$ cat src/rtl/dcache_pkg.sv
// Shared types and geometry helpers for the dcache_ctrl data-cache controller.
package dcache_pkg;

    typedef enum logic [1:0] {
        IDLE   = 2'd0,
        REFILL = 2'd1,
        WRITE  = 2'd2,
        WDONE  = 2'd3
    } state_e;

    localparam int WORD_BYTES = 4;
    localparam int WORD_SHIFT = $clog2(WORD_BYTES);

    localparam int DEF_BUS_WIDTH  = 32;
    localparam int DEF_NUM_LINES  = 16;
    localparam int DEF_LINE_WORDS = 4;

    function automatic int calc_ofs_w(input int line_words);
        return $clog2(line_words);
    endfunction

    function automatic int calc_idx_w(input int num_lines);
        return $clog2(num_lines);
    endfunction

    function automatic int calc_tag_w(input int bus_width, input int num_lines, input int line_words);
        return bus_width - WORD_SHIFT - calc_ofs_w(line_words) - calc_idx_w(num_lines);
    endfunction

    localparam int OFS_W = calc_ofs_w(DEF_LINE_WORDS);
    localparam int IDX_W = calc_idx_w(DEF_NUM_LINES);
    localparam int TAG_W = calc_tag_w(DEF_BUS_WIDTH, DEF_NUM_LINES, DEF_LINE_WORDS);

endpackage

$ cat src/rtl/dcache_storage.sv
// Valid/tag/data arrays of the direct-mapped cache: async-clear valid bits,
// combinational read, one write port (word write and/or tag+valid set on one line).
module dcache_storage
    import dcache_pkg::*;
#(
    parameter  int BUS_WIDTH  = 32,
    parameter  int NUM_LINES  = 16,
    parameter  int LINE_WORDS = 4,
    localparam int OFS_BITS   = calc_ofs_w(LINE_WORDS),
    localparam int CNT_BITS   = (OFS_BITS > 0) ? OFS_BITS : 1,
    localparam int IDX_BITS   = calc_idx_w(NUM_LINES),
    localparam int TAG_BITS   = calc_tag_w(BUS_WIDTH, NUM_LINES, LINE_WORDS)
)(
    input  logic                 clk,
    input  logic                 rst_n,
    input  logic [IDX_BITS-1:0]  rd_idx,
    input  logic [CNT_BITS-1:0]  rd_ofs,
    output logic                 rd_valid,
    output logic [TAG_BITS-1:0]  rd_tag,
    output logic [BUS_WIDTH-1:0] rd_data,
    input  logic                 wr_word_en,
    input  logic                 wr_line_en,
    input  logic [IDX_BITS-1:0]  wr_idx,
    input  logic [CNT_BITS-1:0]  wr_ofs,
    input  logic [BUS_WIDTH-1:0] wr_data,
    input  logic [TAG_BITS-1:0]  wr_tag
);

    logic [NUM_LINES-1:0] valid_q;
    logic [NUM_LINES-1:0] valid_d;
    logic [TAG_BITS-1:0]  tag_mem_q  [NUM_LINES];
    logic [BUS_WIDTH-1:0] data_mem_q [NUM_LINES][LINE_WORDS];

    // Next valid vector: a line becomes valid only when its refill completes.
    always_comb begin
        valid_d = valid_q;
        if (wr_line_en) begin
            valid_d[wr_idx] = 1'b1;
        end else begin
            valid_d = valid_q;
        end
    end

    // Valid bits are the only array state cleared by reset.
    always_ff @(posedge clk or negedge rst_n) begin
        if (!rst_n) begin
            valid_q <= '0;
        end else begin
            valid_q <= valid_d;
        end
    end

    // Tag and data arrays hold no reset value.
    always_ff @(posedge clk) begin
        if (wr_line_en) begin
            tag_mem_q[wr_idx] <= wr_tag;
        end
        if (wr_word_en) begin
            data_mem_q[wr_idx][wr_ofs] <= wr_data;
        end
    end

    assign rd_valid = valid_q[rd_idx];
    assign rd_tag   = tag_mem_q[rd_idx];
    assign rd_data  = data_mem_q[rd_idx][rd_ofs];

endmodule

$ cat src/rtl/dcache_ctrl.sv
// Blocking direct-mapped, write-through, no-write-allocate data cache controller.
// Define DCACHE_STATS_EN to add saturating hit/miss counters (o_HitCnt, o_MissCnt).
module dcache_ctrl
    import dcache_pkg::*;
#(
    parameter  int BUS_WIDTH  = 32,
    parameter  int NUM_LINES  = 16,
    parameter  int LINE_WORDS = 4
)(
    input  logic                 i_Clk,
    input  logic                 i_Rst_n,
    input  logic                 i_MemRead,
    input  logic                 i_MemWrite,
    input  logic [BUS_WIDTH-1:0] i_Addr,
    input  logic [BUS_WIDTH-1:0] i_WrData,
    output logic [BUS_WIDTH-1:0] o_RdData,
    output logic                 o_Stall,
    output logic                 o_MemReq,
    output logic                 o_MemWe,
    output logic [BUS_WIDTH-1:0] o_MemAddr,
    output logic [BUS_WIDTH-1:0] o_MemWrData,
    input  logic                 i_MemAck,
    input  logic [BUS_WIDTH-1:0] i_MemRdData
`ifdef DCACHE_STATS_EN
    ,
    output logic [31:0]          o_HitCnt,
    output logic [31:0]          o_MissCnt
`endif
);

    localparam int OFS_BITS = calc_ofs_w(LINE_WORDS);
    localparam int CNT_BITS = (OFS_BITS > 0) ? OFS_BITS : 1;
    localparam int IDX_BITS = calc_idx_w(NUM_LINES);
    localparam int TAG_BITS = calc_tag_w(BUS_WIDTH, NUM_LINES, LINE_WORDS);

    function automatic logic [CNT_BITS-1:0] addr_ofs(input logic [BUS_WIDTH-1:0] a);
        return CNT_BITS'((a >> WORD_SHIFT) & BUS_WIDTH'(LINE_WORDS - 1));
    endfunction

    function automatic logic [IDX_BITS-1:0] addr_idx(input logic [BUS_WIDTH-1:0] a);
        return IDX_BITS'((a >> (WORD_SHIFT + OFS_BITS)) & BUS_WIDTH'(NUM_LINES - 1));
    endfunction

    function automatic logic [TAG_BITS-1:0] addr_tag(input logic [BUS_WIDTH-1:0] a);
        return TAG_BITS'(a >> (WORD_SHIFT + OFS_BITS + IDX_BITS));
    endfunction

    state_e               state_q, state_d;
    logic                 mem_req_q, mem_req_d;
    logic                 mem_we_q, mem_we_d;
    logic [BUS_WIDTH-1:0] mem_addr_q, mem_addr_d;
    logic [BUS_WIDTH-1:0] mem_wr_data_q, mem_wr_data_d;
    logic [CNT_BITS-1:0]  cnt_q, cnt_d;

    logic                 rd_valid_s;
    logic [TAG_BITS-1:0]  rd_tag_s;
    logic [BUS_WIDTH-1:0] rd_data_s;
    logic                 hit_s;
    logic                 ack_s;
    logic                 stall_s;
    logic                 hit_rd_s;
    logic                 wr_word_en_s;
    logic                 wr_line_en_s;
    logic [IDX_BITS-1:0]  wr_idx_s;
    logic [CNT_BITS-1:0]  wr_ofs_s;
    logic [BUS_WIDTH-1:0] wr_data_s;

    dcache_storage #(
        .BUS_WIDTH  (BUS_WIDTH),
        .NUM_LINES  (NUM_LINES),
        .LINE_WORDS (LINE_WORDS)
    ) u_storage (
        .clk        (i_Clk),
        .rst_n      (i_Rst_n),
        .rd_idx     (addr_idx(i_Addr)),
        .rd_ofs     (addr_ofs(i_Addr)),
        .rd_valid   (rd_valid_s),
        .rd_tag     (rd_tag_s),
        .rd_data    (rd_data_s),
        .wr_word_en (wr_word_en_s),
        .wr_line_en (wr_line_en_s),
        .wr_idx     (wr_idx_s),
        .wr_ofs     (wr_ofs_s),
        .wr_data    (wr_data_s),
        .wr_tag     (addr_tag(mem_addr_q))
    );

    assign hit_s = rd_valid_s & (rd_tag_s == addr_tag(i_Addr));
    // A stray ack with no outstanding beat must not advance anything.
    assign ack_s = i_MemAck & mem_req_q;

    // Next-state, memory-port and array-write decode.
    always_comb begin
        state_d       = state_q;
        mem_req_d     = mem_req_q;
        mem_we_d      = mem_we_q;
        mem_addr_d    = mem_addr_q;
        mem_wr_data_d = mem_wr_data_q;
        cnt_d         = cnt_q;
        stall_s       = 1'b0;
        hit_rd_s      = 1'b0;
        wr_word_en_s  = 1'b0;
        wr_line_en_s  = 1'b0;
        wr_idx_s      = addr_idx(i_Addr);
        wr_ofs_s      = addr_ofs(i_Addr);
        wr_data_s     = i_WrData;
        case (state_q)
            IDLE: begin
                if (i_MemWrite) begin
                    stall_s       = 1'b1;
                    mem_req_d     = 1'b1;
                    mem_we_d      = 1'b1;
                    mem_addr_d    = i_Addr & ~BUS_WIDTH'(WORD_BYTES - 1);
                    mem_wr_data_d = i_WrData;
                    wr_word_en_s  = hit_s;
                    state_d       = WRITE;
                end else if (i_MemRead) begin
                    if (hit_s) begin
                        hit_rd_s = 1'b1;
                    end else begin
                        stall_s    = 1'b1;
                        mem_req_d  = 1'b1;
                        mem_we_d   = 1'b0;
                        mem_addr_d = i_Addr & ~BUS_WIDTH'(WORD_BYTES * LINE_WORDS - 1);
                        cnt_d      = '0;
                        state_d    = REFILL;
                    end
                end else begin
                    stall_s = 1'b0;
                end
            end
            REFILL: begin
                stall_s   = 1'b1;
                wr_idx_s  = addr_idx(mem_addr_q);
                wr_ofs_s  = cnt_q;
                wr_data_s = i_MemRdData;
                if (ack_s) begin
                    wr_word_en_s = 1'b1;
                    cnt_d        = cnt_q + CNT_BITS'(1);
                    mem_addr_d   = mem_addr_q + BUS_WIDTH'(WORD_BYTES);
                    if (cnt_q == CNT_BITS'(LINE_WORDS - 1)) begin
                        mem_req_d    = 1'b0;
                        wr_line_en_s = 1'b1;
                        state_d      = IDLE;
                    end else begin
                        mem_req_d = 1'b1;
                    end
                end else begin
                    wr_word_en_s = 1'b0;
                end
            end
            WRITE: begin
                stall_s = 1'b1;
                if (ack_s) begin
                    mem_req_d = 1'b0;
                    mem_we_d  = 1'b0;
                    state_d   = WDONE;
                end else begin
                    state_d = WRITE;
                end
            end
            WDONE: begin
                // One unstalled cycle lets the core retire the store before requests are sampled again.
                stall_s = 1'b0;
                state_d = IDLE;
            end
            default: begin
                mem_req_d = 1'b0;
                mem_we_d  = 1'b0;
                state_d   = IDLE;
            end
        endcase
    end

    // Controller state and registered memory-port outputs.
    always_ff @(posedge i_Clk or negedge i_Rst_n) begin
        if (!i_Rst_n) begin
            state_q       <= IDLE;
            mem_req_q     <= 1'b0;
            mem_we_q      <= 1'b0;
            mem_addr_q    <= '0;
            mem_wr_data_q <= '0;
            cnt_q         <= '0;
        end else begin
            state_q       <= state_d;
            mem_req_q     <= mem_req_d;
            mem_we_q      <= mem_we_d;
            mem_addr_q    <= mem_addr_d;
            mem_wr_data_q <= mem_wr_data_d;
            cnt_q         <= cnt_d;
        end
    end

    assign o_Stall     = stall_s & i_Rst_n;
    assign o_RdData    = rd_data_s;
    assign o_MemReq    = mem_req_q;
    assign o_MemWe     = mem_we_q;
    assign o_MemAddr   = mem_addr_q;
    assign o_MemWrData = mem_wr_data_q;

`ifdef DCACHE_STATS_EN
    logic [31:0] hit_cnt_q, hit_cnt_d;
    logic [31:0] miss_cnt_q, miss_cnt_d;
    logic        filled_q, filled_d;

    // Saturating counters; the load that completes right after its own refill is not a fresh hit.
    always_comb begin
        filled_d = (state_q == REFILL) && (state_d == IDLE);
        if (hit_rd_s && !filled_q && (hit_cnt_q != 32'hFFFF_FFFF)) begin
            hit_cnt_d = hit_cnt_q + 32'd1;
        end else begin
            hit_cnt_d = hit_cnt_q;
        end
        if ((state_q == IDLE) && (state_d == REFILL) && (miss_cnt_q != 32'hFFFF_FFFF)) begin
            miss_cnt_d = miss_cnt_q + 32'd1;
        end else begin
            miss_cnt_d = miss_cnt_q;
        end
    end

    // Statistics registers.
    always_ff @(posedge i_Clk or negedge i_Rst_n) begin
        if (!i_Rst_n) begin
            hit_cnt_q  <= 32'd0;
            miss_cnt_q <= 32'd0;
            filled_q   <= 1'b0;
        end else begin
            hit_cnt_q  <= hit_cnt_d;
            miss_cnt_q <= miss_cnt_d;
            filled_q   <= filled_d;
        end
    end

    assign o_HitCnt  = hit_cnt_q;
    assign o_MissCnt = miss_cnt_q;
`endif

endmodule

$ cat config.mk
export PLATFORM = sky130hd
export DESIGN_NAME = dcache_ctrl
export DESIGN_NICKNAME = d
export VERILOG_FILES = /design/src/rtl/dcache_pkg.sv /design/src/rtl/dcache_storage.sv /design/src/rtl/dcache_ctrl.sv
export SDC_FILE = /design/constraint.sdc
export NUM_CORES = 2
export LEC_CHECK = 0
export BUFFER_PORTS_ARGS = -buffer_cell sky130_fd_sc_hd__buf_4
export CAP_MARGIN = 20
export CORE_MARGIN = 2
export CORE_UTILIZATION = 50
export DETAILED_ROUTE_END_ITERATION = 16
export HOLD_SLACK_MARGIN = 0.05
export PLACE_DENSITY = 0.64
export SETUP_SLACK_MARGIN = 0.1
export SYNTH_ARGS = -nofsm -noshare
export SYNTH_HDL_FRONTEND = slang
export SYNTH_SLANG_ARGS = --single-unit
export TNS_END_PERCENT = 1
$ cat constraint.sdc
create_clock -name i_Clk -period 7.3 [get_ports i_Clk]
set_input_delay 0 -clock i_Clk [delete_from_list [all_inputs] [get_ports i_Clk]]
set_output_delay 0 -clock i_Clk [all_outputs]
set_load 0.01 [all_outputs]
==> results.toml <==
[placement]
gp_congestion = 0.823
hpwl_um = 140000
post_dp_cell_area_um2 = 103000
dp_slack_ns = 1.03
port_buffers = 195

[route]
top_layer = "met5"
wl_met1_um = 98400
drt-wirelength-per-cell_um = 32.6
drt-total-wl_um = 247000
vias_per_cell = 6.27
route.met3.wl_um = 18000
vias = 47300
dr.pass1.iters = 8
route.met2.wl_um = 123000
detail_route.iter0.violations = 5736
detail-route-antenna-nets = 0
drcViolationCount = 0

[worst_setup_path]
path_class = "primary input to flop"
r2r-end = "u_storage.data_mem_q[9][59]"
cp-endpoint = "u_storage.data_mem_q[9][59]"
reg2reg_from = "u_storage.tag_mem_q[7][1]"
worstSetupEndpointType = "flop"
critPathLaunchType = "primary input"
crit_arrival_ns = 6.54
reg2reg_depth = 12
critPathMaxFanout = 84
critPathRequiredTime_ns = 7.88
rrSetupSlack_ns = 1.58
critPathLaunch = "i_Addr[5]"

[grt]
grt.total_usage_pct = 25.0
grt_max_degree = 113
grt_pass1_vias = 47700
grt_remaining_overflow = 0
antenna_found_initial = 8
grt_first_pass_wirelength_um = 352000

[power_and_ir_drop]
p_seq_share_pct = 53.4
swShare_pct = 21.1
leakage_uw = 0.0372
intPower_uw = 23300
vdd_drop_max_v = 0.000280
power.total_uw = 29600
combinationalPowerShare_pct = 4.9
switching_power_uw = 6230
power_frac_clock_pct = 41.7
power.density_nw_per_um2 = 261

[clock_tree]
cts_tree = "done"
cts_buffers = 240
clock_latency_ns = 0.90
post-cts-setup-buffers = 0
numClockSinks = 2516
max-clock-path-buffers = 3
cts_max_level = 4
root_buffer = "clkbuf_16"
cts_resized = 0
cts.reportedPaths.clkPinSlew_ns = 0.06

[synth]
ys_seq_area_share_pct = 76.9
synth_edf_count = 2432
yosysUniqueCellTypes = 69
ys.flop_type = "edfxtp_1"
yosys.area.top_type = "edfxtp_1"
synth_top_area_share_pct = 74.7
synth_area_um2 = 97700
synth_cells = 4202
avgSynthCellArea_um2 = 23.3
yosys_warnings = 0
async_flop_share_pct = 3.34
synthTopCellsByArea = "edfxtp_1 (75%), mux4_2 (17%), dfrtp_1 (2.2%)"
ys_ff_latch = 2516

[hold_path]
hold_path.class = "primary input to flop"

[floorplanning]
die-area_um2 = 199000
initial_core_util_pct = 50.2
coreArea_um2 = 195000
row_count = 162
die_w_um = 446
io_pins = 200
fp.dieH_um = 446

[flow_run]
max-cap-violations = 0

[finish]
final_common_cell = "edfxtp_1"
area_growth_pct = 16.0
nets = 4894
design_area_um2 = 113000
drive_above_1_share_pct = 33.1
final_cell_mix = "edfxtp_1 (2432), mux4_2 (741), buf_4 (348)"

[timing]
slew_violations = 0
post-route-period-util_pct = 81.6
fmax_mhz = 168
fin_setup_tns_ns = 0
setup_viol = 0
post-route-min-period_ns = 5.96
setup_ws_ns = 1.34
timing.final.hold_violations = 0
rsz0062_at_grt = "no"
maxSlewHeadroom_pct = 23.7
worstMarginPinSlew_ns = 1.14
skew_ns = 0.0624

[run_status]
status = "completed"
synthesized netlist by cell type, drive strengths merged (9+ instances only):
master and n:
a211oi 11, a21oi 37, a221oi 15, a31oi 11, and3 21, buf 115
clkbuf 115, dfrtp 84, edfxtp 2432, inv 13, mux2 88, mux2i 57
mux4 741, nand2 62, nand2b 15, nand3 33, nand4 9, nor2 110
nor2b 16, o21ai 28, o22ai 57, or2 17, xnor2 17
state kept, by name (all words and copies together), names as in the netlist:
register,count
u_storage.data_mem_q,2048
u_storage.tag_mem_q,384
o_MemWrData,32
o_MemAddr,30
u_storage.valid_q,16
cnt_q,2
state_q,2
o_MemReq,1
o_MemWe,1
power by group through the flow:
| stage | clock [uW] | sequential, uW | combinational [uW] |
|---|---|---|---|
| 2_1_floorplan | 0 | 16100 | 802 |
| 3_3_place_gp | 0 | 16100 | 1380 |
| 3_5_place_dp | 0 | 16100 | 1390 |
| 4_1_cts | 12500 | 15800 | 1460 |
| 5_1_grt | 13100 | 15800 | 1510 |
| 6_report | 12300 | 15800 | 1440 |
cell families (layout without fill, tap and decap cells):
| group | Yosys count | count (layout) | share of synthesized area, % |
|---|---|---|---|
| compound gates | 215 | 215 | 1.55 |
| xor+xnor | 22 | 22 | 0.197 |
| fa+ha+maj | 7 | 7 | 0.0896 |
| buf+inv | 243 | 1033 | 1.08 |
| flops | 2516 | 2516 | 76.9 |
| mux | 886 | 886 | 18.7 |
| other cells | 1 | 18 | 0.00384 |
| simple gates | 312 | 312 | 1.53 |
per-stage QoR:
step | hold WS (ns) | std cells | util, %
2_1_floorplan | -0.296 | 4203 | -
3_3_place_gp | -0.00280 | 6878 | 53.2
3_5_place_dp | -0.00294 | 6879 | 53.2
4_1_cts | 0.0509 | 7533 | 58.2
5_1_grt | 0.0938 | 7548 | 58.3
6_report | 0.0905 | 7551 | 58.3
worst max-delay path, stage by stage:
cell	delay (ns)
dlygate4sd3_1	0.56
buf_8	0.65
buf_4	0.46
mux4_2	0.54
mux2i_1	0.16
mux2_2	0.22
o22ai_1	0.10
a2111oi_2	0.42
o2111ai_1	0.36
or4_1	0.81
nor4b_1	0.55
nor2_4	0.18
buf_4	0.31
nor2_4	0.70
buf_4	0.34
layer usage:
layer	track usage (%)	vias up
li1	-	19200
met1	35.1	25700
met2	40.8	2020
met3	3.92	346
met4	7.75	2
met5	0	-
timing repair:
| item | in CTS | in global routing |
|---|---|---|
| hold buffers | 205 | 0 |
| setup endpoints to repair | 0 | 0 |
| hold endpoints to repair | 483 | 0 |
area by class of cell:
cell class / count / area (um^2)
multi-input combinational: 1444 / 22200
sequential: 2516 / 75100
tap: 2542 / 3180
antenna: 16 / 40.0
clock inverter: 141 / 1440
clock buffer: 308 / 6310
inverter: 13 / 48.8
timing repair buffer: 571 / 5020
fill: 13800 / 81200
worst min path at each step:
| stage | from | end | slack (ns) | cells after the start |
|---|---|---|---|---|
| global placement | i_Rst_n | o_MemWrData[1] | -0.003 | 1 |
| finish | i_MemRdData[10] | u_storage.data_mem_q[2][106] | 0.09 | 3 |
| floorplan | i_Rst_n | cnt_q[0] | -0.30 | 0 |
| global route | i_MemRdData[2] | u_storage.data_mem_q[6][66] | 0.09 | 3 |
| detailed placement | i_Rst_n | o_MemWrData[1] | -0.003 | 1 |
| CTS | i_MemRdData[10] | u_storage.data_mem_q[2][106] | 0.05 | 3 |
Note: power is estimated with default switching activity, not from simulation.
